## src/rtl/rf_pkg.sv

```systemverilog
// Shared types and constants for the register-file writeback arbiter.
// The RF_WB_SCOREBOARD_EN build option is consumed by rf_writeback_arbiter.
package rf_pkg;

   localparam int RF_NUM_REGS             = 32;
   localparam int RF_ADDR_W               = $clog2(RF_NUM_REGS);
   localparam int RF_DATA_W               = 32;
   localparam int RF_STARVE_LIMIT_DEFAULT = 4;

   typedef struct packed {
      logic [RF_ADDR_W-1:0] rd;
      logic [RF_DATA_W-1:0] data;
   } wb_req_t;

endpackage

```

## src/rtl/rf_wb_fifo.sv

```systemverilog
// Synchronous FIFO for M-unit results: full/empty flags, head peek and a
// per-slot destination view for the busy mask.
module rf_wb_fifo #(
   parameter int DEPTH = 2,
   parameter int AW    = 5,
   parameter int DW    = 32
) (
   input  logic                      clk,
   input  logic                      rst,
   input  logic                      push,
   input  logic [AW-1:0]             push_rd,
   input  logic [DW-1:0]             push_data,
   input  logic                      pop,
   output logic                      full,
   output logic                      empty,
   output logic [AW-1:0]             head_rd,
   output logic [DW-1:0]             head_data,
   output logic [DEPTH-1:0][AW-1:0]  entry_rd,
   output logic [DEPTH-1:0]          entry_valid
);

   localparam int PW = $clog2(DEPTH);

   logic [AW-1:0] rd_mem   [DEPTH];
   logic [DW-1:0] data_mem [DEPTH];
   logic [PW:0]   wptr;
   logic [PW:0]   rptr;
   logic [PW:0]   count;

   // The extra pointer bit separates full (MSBs differ) from empty.
   assign empty     = (wptr == rptr);
   assign full      = (wptr[PW] != rptr[PW]) && (wptr[PW-1:0] == rptr[PW-1:0]);
   assign count     = wptr - rptr;
   assign head_rd   = rd_mem[rptr[PW-1:0]];
   assign head_data = data_mem[rptr[PW-1:0]];

   always_ff @(posedge clk or negedge rst) begin
      if (!rst) begin
         wptr <= '0;
         rptr <= '0;
      end else begin
         if (push && !full) wptr <= wptr + 1'b1;
         if (pop && !empty) rptr <= rptr + 1'b1;
      end
   end

   always_ff @(posedge clk) begin
      if (push && !full) begin
         rd_mem[wptr[PW-1:0]]   <= push_rd;
         data_mem[wptr[PW-1:0]] <= push_data;
      end
   end

   // A slot is live when its distance from the read pointer is below the occupancy.
   always_comb begin
      logic [PW-1:0] off;
      entry_rd    = '0;
      entry_valid = '0;
      off         = '0;
      for (int i = 0; i < DEPTH; i++) begin
         off            = PW'(i) - rptr[PW-1:0];
         entry_rd[i]    = rd_mem[i];
         entry_valid[i] = ({1'b0, off} < count);
      end
   end

endmodule

```

## src/rtl/rf_writeback_arbiter.sv

```systemverilog
// Merges pipeline writeback and buffered M-unit results into one registered
// RF write per cycle. Define RF_WB_SCOREBOARD_EN to generate busy_mask_o.
module rf_writeback_arbiter
   import rf_pkg::*;
#(
   parameter int NUMBER_OF_REGISTERS = RF_NUM_REGS,
   parameter int DATA_WIDTH          = RF_DATA_W,
   parameter int FIFO_DEPTH          = 2,
   parameter int STARVE_LIMIT        = RF_STARVE_LIMIT_DEFAULT,
   localparam int AW                 = $clog2(NUMBER_OF_REGISTERS)
) (
   input  logic                           clk,
   input  logic                           rst,
   input  logic                           pipe_valid_i,
   output logic                           pipe_ready_o,
   input  logic [AW-1:0]                  pipe_rd_i,
   input  logic [DATA_WIDTH-1:0]          pipe_data_i,
   input  logic                           md_valid_i,
   output logic                           md_ready_o,
   input  logic [AW-1:0]                  md_rd_i,
   input  logic [DATA_WIDTH-1:0]          md_data_i,
   output logic                           rd_we_o,
   output logic [AW-1:0]                  rd_address_o,
   output logic [DATA_WIDTH-1:0]          rd_data_o,
   output logic [NUMBER_OF_REGISTERS-1:0] busy_mask_o
);

   localparam int CW = $clog2(STARVE_LIMIT + 1);

   // Handshakes: a transfer happens in any cycle where valid and ready are both
   // high; valid never depends combinationally on ready.
   logic                             fifo_full;
   logic                             fifo_empty;
   logic                             fifo_push;
   logic [AW-1:0]                    head_rd;
   logic [DATA_WIDTH-1:0]            head_data;
   logic [FIFO_DEPTH-1:0][AW-1:0]    entry_rd;
   logic [FIFO_DEPTH-1:0]            entry_valid;
   logic [CW-1:0]                    starve_cnt;
   logic                             force_grant;
   logic                             fifo_grant;
   logic                             pipe_grant;

   assign md_ready_o   = !fifo_full;
   assign fifo_push    = md_valid_i && !fifo_full && (md_rd_i != '0);
   assign force_grant  = !fifo_empty && (starve_cnt == CW'(STARVE_LIMIT));
   assign pipe_ready_o = !force_grant;
   assign pipe_grant   = pipe_valid_i && !force_grant;
   assign fifo_grant   = force_grant || (!fifo_empty && !pipe_valid_i);

   rf_wb_fifo #(
      .DEPTH (FIFO_DEPTH),
      .AW    (AW),
      .DW    (DATA_WIDTH)
   ) u_fifo (
      .clk         (clk),
      .rst         (rst),
      .push        (fifo_push),
      .push_rd     (md_rd_i),
      .push_data   (md_data_i),
      .pop         (fifo_grant),
      .full        (fifo_full),
      .empty       (fifo_empty),
      .head_rd     (head_rd),
      .head_data   (head_data),
      .entry_rd    (entry_rd),
      .entry_valid (entry_valid)
   );

   always_ff @(posedge clk or negedge rst) begin
      if (!rst) begin
         starve_cnt <= '0;
      end else if (fifo_grant) begin
         starve_cnt <= '0;
      end else if (!fifo_empty && (starve_cnt != CW'(STARVE_LIMIT))) begin
         starve_cnt <= starve_cnt + 1'b1;
      end
   end

   // Writes to x0 still load the register but never raise the enable.
   always_ff @(posedge clk or negedge rst) begin
      if (!rst) begin
         rd_we_o      <= 1'b0;
         rd_address_o <= '0;
         rd_data_o    <= '0;
      end else begin
         rd_we_o <= 1'b0;
         if (pipe_grant) begin
            rd_we_o      <= (pipe_rd_i != '0);
            rd_address_o <= pipe_rd_i;
            rd_data_o    <= pipe_data_i;
         end else if (fifo_grant) begin
            rd_we_o      <= (head_rd != '0);
            rd_address_o <= head_rd;
            rd_data_o    <= head_data;
         end
      end
   end

`ifdef RF_WB_SCOREBOARD_EN
   always_comb begin
      busy_mask_o = '0;
      for (int i = 0; i < FIFO_DEPTH; i++) begin
         if (entry_valid[i]) busy_mask_o[entry_rd[i]] = 1'b1;
      end
      if (rd_we_o) busy_mask_o[rd_address_o] = 1'b1;
      busy_mask_o[0] = 1'b0;
   end
`else
   logic unused_sb;
   assign unused_sb   = ^{entry_rd, entry_valid};
   assign busy_mask_o = '0;
`endif

endmodule

```

## config.mk

```make
export PLATFORM = sky130hd
export DESIGN_NAME = rf_writeback_arbiter
export DESIGN_NICKNAME = d
export VERILOG_FILES = /design/src/rtl/rf_pkg.sv /design/src/rtl/rf_wb_fifo.sv /design/src/rtl/rf_writeback_arbiter.sv
export SDC_FILE = /design/constraint.sdc
export NUM_CORES = 1
export LEC_CHECK = 0
export CORE_UTILIZATION = 49
export CTS_CLUSTER_SIZE = 16
export DETAILED_ROUTE_END_ITERATION = 6
export GPL_TIMING_DRIVEN = 0
export PLACE_DENSITY = 0.9
export SLEW_MARGIN = 20
export SYNTH_ARGS = -nofsm -noshare
export SYNTH_HDL_FRONTEND = slang
export SYNTH_SLANG_ARGS = --single-unit
```

## constraint.sdc

```tcl
create_clock -name clk -period 4.37 [get_ports clk]
set_clock_uncertainty 0.2 [all_clocks]
set_input_delay 0.874 -clock clk [delete_from_list [all_inputs] [get_ports clk]]
set_output_delay 0.874 -clock clk [all_outputs]
set_load 0.01 [all_outputs]
```

==> results by group <==
Synthesis
  – Top-area cell type share of the netlist area: 40.0%
  – Distinct cells, synth: 38
  – Yosys top cell by area: edfxtp_1
  – Ys flop type: edfxtp_1
  – Flops & latches, synth: 119
  – Synth top area cells: edfxtp_1 (40%), dfrtp_1 (20%), mux2_2 (7.9%), mux2_4 (7.3%), o221a_1 (5.5%)
  – Syn_area_per_cell: ~15 um^2
  – Cell count after synthesis: approximately 370
  – Synth cell count leaders: edfxtp_1 (74), dfrtp_1 (45), mux2_2 (39)
  – Count leader, synth: edfxtp_1
  – Mapped Area: between 0.005 and 0.006 mm^2
  – EDFF count, synth: 74
  – Seq/Total Area, Yosys: 60.2%
  – YS warnings: 0
  – Fraction of registers with async set/reset: between 30% and 40%

Clocking
  – CTS sink count: 119
  – CTS Hold Buffers Added: 0
  – Clock Latency Late Sink: 410 ps
  – Post-CTS sizing: 0
  – H-tree depth: 4
  – Clock slew at reported path FFs: about 60 ps
  – Post-CTS Setup Inserts: 0
  – Clk buf depth: 2
  – CTS tree: done
  – CTS buffer count: 17
  – Root Buffer: clkbuf_16

STA
  – Period minus WS final: 3730 ps
  – Fmax: 268 MHz
  – Least-Margin Pin Slew: 689 ps
  – Setup TNS: 0 ps
  – RSZ-0062 raised after global routing: false
  – Final slew viol count: 0
  – Final hold violations: 0
  – Final setup violation count: 0
  – Slew HR: ~54%
  – Tcrit/Tclk final: 85.5%
  – Hold Slack: 265 ps

Power and ir drop
  – Leak pwr: a little under 0.003 uW
  – Maximum vdd ir drop: about 0.43 mV
  – Pwr dens: approximately 750 mW/mm^2

Final layout
  – Total area of sequential cells: roughly 0.0033 mm^2
  – Share of cells above drive strength 1: 34.7%
  – FILL cells: about 740
  – Synth-to-Final Area Change: 37.8%
  – Multi-input logic area: ~0.0020 mm^2
  – Net count, final: between 600 and 700
  – Antenna Cells: 0

Global routing
  – Global Route met2 Usage: 41.0%
  – Total global-route track usage: around a quarter
  – Initial antenna violation count: 0
  – Met3 global-route usage: just over 7%
  – GR Overflow Total: 0
  – Vias in the first global route: roughly 4000
  – GRT busiest layer: met2
  – GR Util met1: ~28%
  – Wire length of the first global-routing pass: ~20000 um
  – Largest net degree at the start of global routing: 24

Floorplanning
  – Initial Util: between 50 and 60%
  – # IOs: 150
  – Die W: 109 um
  – FP Rows: 38
  – Placeable Area: roughly 0.011 mm^2
  – Die area: around 0.012 mm^2
  – Die height: 109 um

Setup path
  – Reg2reg path depth: 6
  – FF-to-FF End: u_fifo.rd_mem[0][3]
  – Startpoint types: flip-flop
  – CP max stage cell: clkdlybuf4s50_1
  – Crit-path max FO: 10
  – Worst R2R Setup Slack: about 1700 ps
  – Worst r2r src: u_fifo.rptr[0]
  – CP peak stage delay: around 640 ps
  – CP Data Arrival Time: 2660 ps
  – CP Class: reg2out
  – Crit path capture type: output pin
  – Crit path cell chain: xor2_2 > o21ai_2 > clkbuf_1 > clkdlybuf4s50_1
  – WP data required: 3300 ps

Run
  – Max cap viols: 0

Routing
  – WL/cell: roughly 19 um
  – Vias: 3757
  – Via density: 5.47
  – Drt pass-1 iters: 7
  – DRC: 0
  – Antenna viol nets, final: 0
  – DRT Wirelength: roughly 13000 um
  – Starting DRT DRC Count: between 200 and 300

Place
  – Routability cong.: between 0.8 and 0.9
  – Port bufs: 116
  – HPWL Detailed: 9030 um

Worst hold path
  – Worst hold path class: in2async

Outcome
  – Status: complete, no violations
worst max-delay path by stage:
stage                         from                endpoint  cells past startpoint
global placement        md_rd_i[1]  u_fifo.data_mem[0][30]                      4
floorplan               md_rd_i[1]   u_fifo.data_mem[0][0]                      3
global route        u_fifo.wptr[0]            pipe_ready_o                      4
finish              u_fifo.wptr[0]            pipe_ready_o                      4
CTS                 u_fifo.wptr[0]            pipe_ready_o                      4
detailed placement      md_rd_i[1]   u_fifo.data_mem[0][2]                      5
through the flow:
step,setup WS [ps],utilization (%),total power [uW],std cells,instance area [um^2]
after floorplan,723,-,3500,396,5680
after global placement,-689,64.1,4230,652,7010
after detailed placement,1050,64.9,4400,655,7090
after CTS,625,70.1,5760,687,7660
after global routing,549,70.1,5990,687,7660
final,635,70.1,5760,687,7660
area by class of cell:
| cell class | count | area share, % |
|---|---|---|
| Tap cell | 140 | 2.29 |
| Timing Repair Buffer | 119 | 16.1 |
| Buffer | 53 | 4.90 |
| Clock buffer | 17 | 5.55 |
| Clock inverter | 15 | 1.88 |
| Inverter | 3 | 0.147 |
| Multi-Input combinational cell | 221 | 25.5 |
| Sequential cell | 119 | 43.7 |
per-layer routing:
layer / part of all wire, % / vias up
met2: 51 / 211
met5: 0 / -
met4: 2.0 / 0
li1: - / 1664
met1: 39 / 1847
met3: 7.8 / 35
logic make-up (layout without fill, tap and decap cells):
group | Yosys count | after routing | synth area share, %
compound gates | 48 | 48 | 8.69
xor+xnor | 7 | 7 | 1.37
fa+ha+maj | 2 | 2 | 0.450
buf+inv | 56 | 207 | 6.95
flops | 119 | 119 | 60.2
mux | 70 | 70 | 15.9
other cells | 1 | 32 | 0.0674
simple gates | 62 | 62 | 6.35
placed cells by master, fill, tap and decap left out, types with 4 or more instances in the layout:
cell type	synthesis	routed
dfrtp_1	45	45
o221a_2	9	9
clkbuf_1	10	10
clkdlybuf4s50_1	0	115
nor2_1	4	4
buf_2	3	4
edfxtp_1	74	74
clkinvlp_4	0	5
nor3_1	6	6
mux2_2	39	39
o221a_1	27	27
mux2_4	27	27
inv_6	0	5
nand2_1	5	5
nand3_1	6	6
clkbuf_16	0	17
or2_2	33	33
mux2i_1	4	4
buf_6	5	5
conb_1	1	32
buf_4	33	33
registers in the layout, indices dropped and copies added (netlist names):
signal and cells:
rd_address_o 5, rd_data_o 32, rd_we_o 1, starve_cnt 3
u_fifo.data_mem 64, u_fifo.rd_mem 10, u_fifo.rptr 2, u_fifo.wptr 2
critical path: cells and delay by family (launching register included):
kind | cells | cell delay (ps)
flops | 1 | 480
compound gates | 1 | 450
buf+inv | 2 | 1070
xor+xnor | 1 | 250
power breakdown:
| part | internal [uW] | leakage (uW) | switching (uW) |
|---|---|---|---|
| clock network | 792 | 0.000263 | 537 |
| registers | 1650 | 0.00120 | 194 |
| logic | 1450 | 0.00152 | 1130 |
No activity file was read; power rests on OpenSTA's default activity.
